$ cat config.mk
export PLATFORM = sky130hd
export DESIGN_NAME = instr_fetch_unit
export DESIGN_NICKNAME = d
export VERILOG_FILES = /design/src/rtl/instr_fetch_unit.sv
export SDC_FILE = /design/constraint.sdc
export NUM_CORES = 1
export LEC_CHECK = 0
export ABC_CLOCK_PERIOD_IN_PS = 2700
export CAP_MARGIN = 20
export CORE_ASPECT_RATIO = 2
export CORE_MARGIN = 5
export CORE_UTILIZATION = 45
export DETAILED_ROUTE_END_ITERATION = 10
export PLACE_DENSITY = 0.73
export SLEW_MARGIN = 20
export SYNTH_ARGS = -nofsm -noshare
export SYNTH_HDL_FRONTEND = slang
export SYNTH_SLANG_ARGS = --single-unit
$ cat constraint.sdc
create_clock -name clk -period 2.7 [get_ports clk]
set_clock_uncertainty 0.05 [all_clocks]
set_input_delay 0.675 -clock clk [delete_from_list [all_inputs] [get_ports clk]]
set_output_delay 0.675 -clock clk [all_outputs]
set_load 0.1 [all_outputs]
$ cat src/rtl/instr_fetch_unit.sv
// ---------------------------------------------------------------------------
// instr_fetch_unit
//   Sequential instruction fetch into a 2-entry {pc, instr} buffer that feeds
//   decode.
//
//   The handshake toward decode is valid/ready. An entry is transferred on any
//   rising edge where if_valid=1 and if_ready=1 and no redirect is requested.
//   While if_valid=1 and if_ready=0, if_pc and if_instr hold stable. if_valid
//   never depends combinationally on if_ready.
//
// Ports
//   clk, rst_n      : clock, asynchronous active-low reset
//   imem_addr       : word index into instruction memory (combinational)
//   imem_instr      : instruction word for imem_addr, same cycle
//   if_valid/ready  : decode handshake for the buffer head
//   if_instr, if_pc : head instruction and its byte PC
//   redirect_valid  : flush the buffer and restart fetch at redirect_pc
//   redirect_pc     : byte target of the redirect (low two bits ignored)
//   fetch_err       : sticky flag, fetch ran past the end of memory
//   fetch_count     : number of instructions handed to decode
// ---------------------------------------------------------------------------
module instr_fetch_unit #(
  parameter logic [31:0] RESET_PC   = 32'h0000_0000,
  parameter int          IMEM_WORDS = 128
) (
  input  logic        clk,
  input  logic        rst_n,
  output logic [31:0] imem_addr,
  input  logic [31:0] imem_instr,
  output logic        if_valid,
  input  logic        if_ready,
  output logic [31:0] if_instr,
  output logic [31:0] if_pc,
  input  logic        redirect_valid,
  input  logic [31:0] redirect_pc,
  output logic        fetch_err,
  output logic [31:0] fetch_count
);

  // The head entry of the buffer lives directly in the output registers
  // (if_valid/if_pc/if_instr); the second entry is the tail. The tail is
  // only ever valid when the head is, so occupancy == head_valid + tail_valid.
  logic [31:0] fetch_pc;
  logic        tail_valid;
  logic [31:0] tail_pc;
  logic [31:0] tail_instr;

  logic [31:0] word_idx;
  logic        in_range;
  logic        pop;
  logic        eligible;
  logic        push;

  assign word_idx  = {2'b00, fetch_pc[31:2]};
  assign imem_addr = word_idx;
  assign in_range  = (word_idx < 32'(IMEM_WORDS));

  // A redirect takes priority: it blocks both the pop and the push.
  assign pop      = if_valid & if_ready & ~redirect_valid;
  // Room exists when the tail slot is free, or when the head leaves this cycle.
  assign eligible = ~redirect_valid & ~fetch_err & (~tail_valid | pop);
  assign push     = eligible & in_range;

  always_ff @(posedge clk or negedge rst_n) begin
    if (!rst_n) begin
      fetch_pc    <= RESET_PC;
      if_valid    <= 1'b0;
      if_pc       <= 32'h0;
      if_instr    <= 32'h0;
      tail_valid  <= 1'b0;
      tail_pc     <= 32'h0;
      tail_instr  <= 32'h0;
      fetch_err   <= 1'b0;
      fetch_count <= 32'h0;
    end else if (redirect_valid) begin
      if_valid   <= 1'b0;
      tail_valid <= 1'b0;
      fetch_pc   <= {redirect_pc[31:2], 2'b00};
      fetch_err  <= 1'b0;
    end else begin
      if (pop) begin
        fetch_count <= fetch_count + 32'd1;
        if (tail_valid) begin
          // Tail moves to head; the new word (if any) refills the tail.
          if_pc      <= tail_pc;
          if_instr   <= tail_instr;
          tail_valid <= push;
          if (push) begin
            tail_pc    <= fetch_pc;
            tail_instr <= imem_instr;
          end
        end else begin
          // Buffer held only the head; the new word (if any) replaces it.
          if_valid <= push;
          if (push) begin
            if_pc    <= fetch_pc;
            if_instr <= imem_instr;
          end
        end
      end else if (push) begin
        if (!if_valid) begin
          if_valid <= 1'b1;
          if_pc    <= fetch_pc;
          if_instr <= imem_instr;
        end else begin
          tail_valid <= 1'b1;
          tail_pc    <= fetch_pc;
          tail_instr <= imem_instr;
        end
      end

      if (push) begin
        fetch_pc <= fetch_pc + 32'd4;
      end else if (eligible && !in_range) begin
        // Out-of-range fetch: stop fetching, fetch_pc stays frozen.
        fetch_err <= 1'b1;
      end
    end
  end

endmodule

==> results by stage, run 1 <==
Final layout:
- The number of antenna diodes is 0.
- Cells fill roughly 60% of the core in the end.
- The net count of the finished layout is 973.
- From synthesis to final layout, the design area changed by 30.49%.
- The fraction of final layout cells sized beyond drive strength 1 is between 20% and 30%.

Drt:
- In the final routed layout, each cell accounts on average for approximately 18 um.
- For this block, the initial DRC count from the detailed router was between 200 and 250.
- The number of DRC violations after detailed routing is 0.
- Dividing the detail-routed via count by the number of cells gives approximately 5.5.
- The detail route stage leaves a number of antenna-violating nets equal to 0.
- The total wire length is roughly 21 mm.
- The routed layout has slightly above 6000 vias.
- The first TritonRoute pass finished after 5 iterations.

Placed design:
- The total of buffers placed on input and output ports is 191.
- The HPWL after detailed placement is around 15 mm.
- The final weighted congestion of routability-driven global placement is 0.8042.

STA:
- The actual transition at the worst max-transition pin is 0.7971 ns.
- Setup repair after global routing left no endpoint under its margin.
- The clock period minus worst slack is 2.151 ns.
- Setup violations remaining at the end of the flow were counted as 0.
- The setup TNS is 0 ns.
- The final clock period utilization by the worst path is between 70% and 80%.
- The highest clock frequency the design can meet is 464.9 MHz.
- The headroom to the max-slew limit is a little under half.
- The number of pins exceeding their max-slew limit in the final report was 0.
- The count of final hold-check violations came to 0.

Critical path:
- The required arrival time at the worst endpoint is 2.93 ns.
- The critical path arrival is about 2.4 ns.
- The classification of the worst setup path is in2reg.
- Along the worst path, the maximum fanout reaches 22.
- The worst setup path is captured at a flip-flop.
- The startpoint class of the critical path is a primary input.

Synthesis:
- For this run, asynchronously set or reset flops after synthesis account for 100.0%.
- The register bit total from synthesis is between 150 and 200.
- Synthesis produced ~700 cells.
- The mean post-synth cell area is ~12 um2.
- The synthesized netlist occupies a cell area of 0.008330 mm2.
- The number of enable flip-flop cells after synthesis is 0.
- For this run, the leading register cell type out of synthesis is dfrtp_1.
- In the post-synthesis netlist, the cell with the most instances is dfrtp_1.
- After synthesis, the cell types taking the most area are dfrtp_1 57%, mux2_4 5.8%, o311ai_0 4.1%.
- The number of synthesis warnings is 0.
- The dominant cell type by area after synthesis is dfrtp_1.
- Sorting the synthesized cells by how often they occur yields 189 x dfrtp_1, 75 x nand2_1, 69 x inv_1.
- The sequential-to-total area share from yosys stat is a little under three fifths.
- In this run the biggest area consumer among cell types represents 56.77% of the synthesized area.
- The netlist uses 47 different library cells.

Floorplan:
- The standard-cell row count is 70.
- Once the floorplan was initialized, standard cells occupied between 40% and 50% of the core.
- The die is about 200 um tall.
- Measured along the x axis, the die boundary spans between 100 and 150 um.
- The count of pins on the block boundary is between 150 and 200.
- The die footprint is 0.02150 mm2.
- The total area inside the core boundary comes to approximately 0.018 mm2.

Clock tree:
- The level count of the clock H-tree is 4.
- The clock passes through at most 2 buffers.
- The clock drives roughly 190 sinks.
- The number of resized instances in the post-cts repair step is 0.
- The clock slew at the register clock pins of the worst setup and hold paths is about 0.07 ns.
- The clock tree root driver cell is clkbuf_16.
- TritonCTS built the clock tree.
- After clock tree synthesis, the flow added hold-fix buffers numbering 0.
- TritonCTS created 17 clock buffers.
- The number of setup buffers added after CTS is 0.
- The clock network latency to the later pin of the worst-skew pair is about 0.43 ns.

Global route:
- The first global-routing pass estimated roughly 34 mm of wire.
- The maximum number of pins on one net before global-route repair is 69.
- The met2 track utilization from global routing is approximately a third.
- The total routing usage reported by global routing is between 10% and 20%.
- Global routing used 4.570% of the available met3 tracks.
- The global routing met1 resource utilization is around a quarter.
- The number of antenna violations at the first check in global routing is 0.
- The via count of the first global-routing pass was between 6000 and 7000.
- The global routing stage identified its most utilized layer as met2.
- The final global-route overflow total is 0.

Power:
- The total power density per cell area is ~590 mW/mm2.
- Across the VDD grid, the largest voltage drop is 0.4167 mV.
- The analysis attributes to cell leakage a power of between 5 and 6 nW.

Flow run:
- The total of max-cap violations is 0.

Outcome:
- The run finished with clean final reports.

Hold path:
- The worst hold path belongs to the class in2async.
-- flip-flops by register name, summed over array words and instances (netlist names) --
name         flops
tail_valid       1
fetch_pc        30
fetch_count     32
tail_pc         30
if_valid         1
if_instr        32
tail_instr      32
fetch_err        1
if_pc           30
-- cell type report --
cell class | count | area, um2
clock buffers | 19 | 452.9
repair buffers | 214 | 1861
inverters | 70 | 262.8
multi-input cells | 411 | 3108
fillers | 1518 | 7435
clock inverters | 13 | 186.4
flip-flops and latches | 189 | 4730
well taps | 216 | 270.3
-- where the power goes --
group | switching, mW | internal, mW | total (mW)
sequential | 0.0575 | 2.88 | 2.93
clock | 1.09 | 1.61 | 2.70
combinational | 0.535 | 0.210 | 0.744
total | 1.69 | 4.69 | 6.38
-- cells in the final DEF (no fill, tap or decap), drive strengths merged, types with 10 or more instances in the layout --
| master | netlist | layout |
|---|---|---|
| nor4 | 10 | 10 |
| mux2 | 62 | 62 |
| nand2 | 75 | 75 |
| nor2 | 12 | 12 |
| xnor2 | 25 | 25 |
| dfrtp | 189 | 189 |
| clkdlybuf4s50 | 0 | 64 |
| and2 | 25 | 25 |
| nand3 | 19 | 19 |
| o311ai | 39 | 39 |
| inv | 70 | 72 |
| buf | 28 | 149 |
| o31ai | 26 | 26 |
| clkbuf | 25 | 20 |
| nand4 | 54 | 54 |
-- per-stage QoR --
stage,setup WS [ns],instance area [um2],hold WS (ns),total power [mW],cells
floorplan,0.1537,8342,0.3294,3.445,723
global placement,0.1468,10230,0.4038,3.731,1100
global route,0.4057,10870,0.1367,6.614,1132
CTS,0.5637,10870,0.1144,6.466,1132
detailed placement,0.08944,10230,0.4060,3.738,1100
finish,0.5490,10870,0.1334,6.379,1132
-- worst paths after layout --
kind,start,endpoint,slack [ns],cells past startpoint
max,if_ready,if_instr[6],0.55,6
min,rst_n,if_pc[4],0.13,1
max reg2reg,fetch_pc[27],if_pc[2],0.59,5
min reg2reg,tail_pc[26],if_pc[26],0.42,2
max in group asynchronous,rst_n,if_instr[11],1.79,2
min in group clk,tail_pc[26],if_pc[26],0.42,2
-- critical path: stages --
cell and delay [ns]:
clkdlybuf4s50_1 0.57, inv_2 0.07, a2111oi_4 0.34, and3_2 0.27
buf_4 0.26, o311ai_0 0.18
-- metal layers --
metal / vias up / part of all wire (%)
met1: 3131 / 39
li1: 2889 / -
met5: - / 0
met4: 0 / 2.1
met3: 23 / 4.9
met2: 175 / 54
-- cell families (layout without fill, tap and decap cells) --
kind of cell | Yosys count | count (layout) | synth area share (%)
DFF | 189 | 189 | 56.77
buffers and inverters | 123 | 316 | 6.308
AOI/OAI and AO/OA | 89 | 89 | 8.366
other | 1 | 4 | 0.04502
and+or+nand+nor | 223 | 223 | 15.12
muxes | 62 | 62 | 9.823
adders and majority gates | 2 | 2 | 0.3003
xor gates and xnor gates | 31 | 31 | 3.259
Power figures use the tool's default switching activity.
==> run 2, diff against run 1 <==
--- a/config.mk
+++ b/config.mk
@@ -5,7 +5,7 @@
 export SDC_FILE = /design/constraint.sdc
 export NUM_CORES = 1
 export LEC_CHECK = 0
-export ABC_CLOCK_PERIOD_IN_PS = 2700
+export ABC_CLOCK_PERIOD_IN_PS = 2040
 export CAP_MARGIN = 20
 export CORE_ASPECT_RATIO = 2
 export CORE_MARGIN = 5
==> constraint.sdc (replaced) <==
create_clock -name clk -period 2.04 [get_ports clk]
set_clock_uncertainty 0.05 [all_clocks]
set_input_delay 0.51 -clock clk [delete_from_list [all_inputs] [get_ports clk]]
set_output_delay 0.51 -clock clk [all_outputs]
set_load 0.1 [all_outputs]
==> run 2 against run 1 <==
Net effect: via count increased by 2.3%; die area unchanged; core utilization increased by 11 points; total power increased by 31%; cell count increased by 2.7%; count of clock-buffer cells in the layout decreased by 2; cell area increased by 18%; setup slack got worse by 0.47 ns; routed wire length increased by 6.8%; sequential power increased by 34%; clock power increased by 20%; sequential share of layout area decreased by 6.0 points.
==> results by stage, run 2 (synthesis gave the netlist of run 1 again) <==
Clock tree:
- The level count of the clock H-tree came to 4 (unchanged).
- The buffer levels on the longest clock path came to 2 (unchanged).
- The number of buffers created by CTS was 17 (unchanged).
- The clock slew at the register clock pins of the worst setup and hold paths is 0.08 ns (about the same).
- The clock network latency to the later pin of the worst-skew pair is 0.44 ns (about the same).
- The total number of clock tree sinks is 189 (unchanged).
- TritonCTS built the clock tree.
- The clock tree root driver cell is clkbuf_16.

Power:
- The total power density per cell area was 650.1 mW/mm2 (+11%).
- The leakage power figure is 5.940 nW (+14%).
- The largest voltage drop on the vdd net came to 0.5868 mV (+41%).
- The power after layout is 8.372 mW (+31%).

Global route:
- The wire length of the first global-routing pass is 36.00 mm (+5.6%).
- The via count of the first global-routing pass is 7017 (+7.7%).
- The total routing usage reported by global routing is 21.26% (+1.3 points).
- The maximum number of pins on one net before global-route repair is 54 (-22%).
- The final global-route overflow total is 0 (unchanged).
- The number of antenna violations at the first check in global routing was 0 (unchanged).

Hold path:
- The class of the worst hold path is reg2reg.
- The startpoint identified for the worst hold timing path is tail_pc[9].

Critical path:
- The critical path's top delay family is simple AND/OR/NAND/NOR gates.
- In this run the critical register-to-register path is captured at tail_instr[21].
- The worst setup path is launched from a flip-flop.
- The worst reg2reg path depth is 5 (unchanged).
- The required arrival time at the worst endpoint is 2.30 ns (-0.63 ns).
- STA classifies the critical path endpoint as a flip-flop.
- The classification of the worst setup path is reg2reg.
- The cell type of the slowest stage on the worst timing path is dfrtp_4.
- The critical path arrival was 2.22 ns (-0.16 ns).
- Traced cell by cell, the critical path runs through nor4_2 > and4_4 > nand4_4 > buf_12 > mux2_1.
- The maximum single-stage delay on the critical path is 0.48 ns (-0.09 ns).
- The most critical setup path has its startpoint at fetch_pc[30].
- The buffer and inverter count on the worst path was 1 (-2).
- The maximum fanout along the worst path is 22 (unchanged).
- The origin of the critical flop-to-flop path is fetch_pc[30].
- The register-to-register path setup slack was 0.08 ns (-0.51 ns).
- The instance count on the critical path was 5 (-1).
- The destination of the critical timing path is tail_instr[21].

Floorplan:
- The area of the placeable core is 0.01831 mm2 (unchanged).
- The initial core utilization was 45.51% (unchanged).
- The count of pins on the block boundary is 198 (unchanged).
- The die footprint is 0.02150 mm2 (unchanged).
- The horizontal extent of the die is 106.2 um (unchanged).
- The die extent in y was 202.4 um (unchanged).
- The standard-cell row count is 70 (unchanged).

Drt:
- The number of iterations in the first detailed-routing pass is 4 (-1).
- The count of vias placed by the detailed router is 6363 (+2.3%).
- The average via count per standard cell is 5.476 (-0.31%).
- The count of antenna-violating nets left after detailed routing is 0 (unchanged).
- The number of DRC violations after detailed routing is 0 (unchanged).
- The total wire length is 22.35 mm (+6.8%).
- The first-iteration detailed-routing DRC count is 226 (+4.1%).
- The routed length per instance is 19.23 um (+4.0%).

STA:
- The final critical path takes up between 90% and 100% of the cycle.
- The count of final hold-check violations came to 0 (unchanged).
- The number of pins exceeding their max-slew limit in the final report came to 0 (unchanged).
- The post-route worst setup slack came to 0.07522 ns (-0.4738 ns).
- The routed design could run at a clock period as short as ~2 ns.
- The worst hold-check slack came to 0.4170 ns (+0.2836 ns).
- Derived from the worst setup path, the maximum achievable clock frequency is slightly above 500 MHz.
- The number of setup violations in the final report is 0 (unchanged).

Placed design:
- The HPWL after detailed placement is 16.41 mm (+13%).
- The instance count after placement with tap cells included is 1128 (+2.5%).
- The total of buffers placed on input and output ports is 191 (unchanged).
- The worst slack at placement is -0.4100 ns (-0.4995 ns).
- The final weighted congestion of routability-driven global placement is 0.8287 (+3.0%).
- The placed instance area came to 0.01224 mm2 (+20%).

Outcome:
- The run finished with clean final reports.

Final layout:
- Compared with the post-synthesis result, the final layout area differs by 54.60%.
- The post-route standard cell area excluding fillers is 0.01288 mm2 (+18%).
- In the layout the commonest cells are 142 x buf_12, 135 x dfrtp_1, 75 x nand2_1.
- Leaving out fill and tap cells, the most frequent cell in the layout is buf_12.
- The net count of the finished layout is 1003 (+3.1%).
- The number of antenna diodes is 0 (unchanged).
- The fraction of final layout cells sized beyond drive strength 1 is 36.05% (+8.1 points).
- The non-filler instance count after layout is 1162 (+2.7%).
- The largest registers in the layout are fetch_count: 32 flops, if_instr: 32 flops, tail_instr: 32 flops.

Flow run:
- The total of max-cap violations is 0 (unchanged).
==> run 2: cell count changes in the layout (fill, tap and decap cells not counted), sizes merged <==
cell           change
clkdlybuf4s50      -1
clkinv             -3
dlymetal6s2s       +1
inv                +8
clkbuf             -2
buf               +29
bufinv             -4
dlygate4sd3        +1
clkinvlp           +1
==> run 2: per-stage QoR <==
stage               utilization [%]   TNS, ns
global route                  70.36  -0.03026
floorplan                         -    -1.718
global placement              66.84    -27.53
CTS                           70.12         0
detailed placement            66.84    -35.71
finish                        70.36         0
==> run 2: cell type report <==
cell class,instances,area [um2]
Multi-Input combinational cell,411,3151
Clock buffer,17,425.4
Clock inverter,15,146.4
Sequential cell,189,4825
Timing Repair Buffer,244,3799
Tap cell,216,270.3
Inverter,70,262.8
Fill cell,1229,5426
==> run 2: worst min-delay path by stage <==
stage	endpoint	slack (ns)	depth (start not counted)
global route	tail_pc[11]	0.45	1
floorplan	fetch_count[0]	0.16	0
finish	if_pc[9]	0.42	2
CTS	if_pc[9]	0.43	2
detailed placement	tail_pc[6]	0.41	1
global placement	fetch_pc[18]	0.40	1
==> run 2: timing repair <==
item	CTS	global route
setup buffers	0	1
hold buffers	1	0
pin swaps	1	1
gates resized for setup	4	10
setup endpoints to repair	46	104
endpoints found under the hold margin	34	0
==> run 2: routing by layer <==
| metal | wire (um) | part of all wire (%) | up-vias | GRT usage (%) |
|---|---|---|---|---|
| met5 | 0 | 0 | - | 0 |
| met4 | 818 | 3.7 | 0 | 10.19 |
| met3 | 1302 | 5.8 | 44 | 5.976 |
| met2 | 12160 | 54 | 212 | 38.68 |
| met1 | 8065 | 36 | 3145 | 22.07 |
| li1 | - | - | 2962 | - |
==> run 2: worst register-to-register path, cell delays in order, from the launching register on <==
cell	delay, ns
dfrtp_4	0.48
nor4_2	0.32
and4_4	0.33
nand4_4	0.12
buf_12	0.21
mux2_1	0.34
==> run 2: power breakdown <==
part / leakage [nW] / switching (mW) / total, mW / internal [mW]
Sequential: 2.17 / 0.102 / 3.92 / 3.82
Combinational: 3.50 / 0.735 / 1.20 / 0.468
Clock: 0.276 / 1.61 / 3.25 / 1.63
Total: 5.94 / 2.45 / 8.37 / 5.92
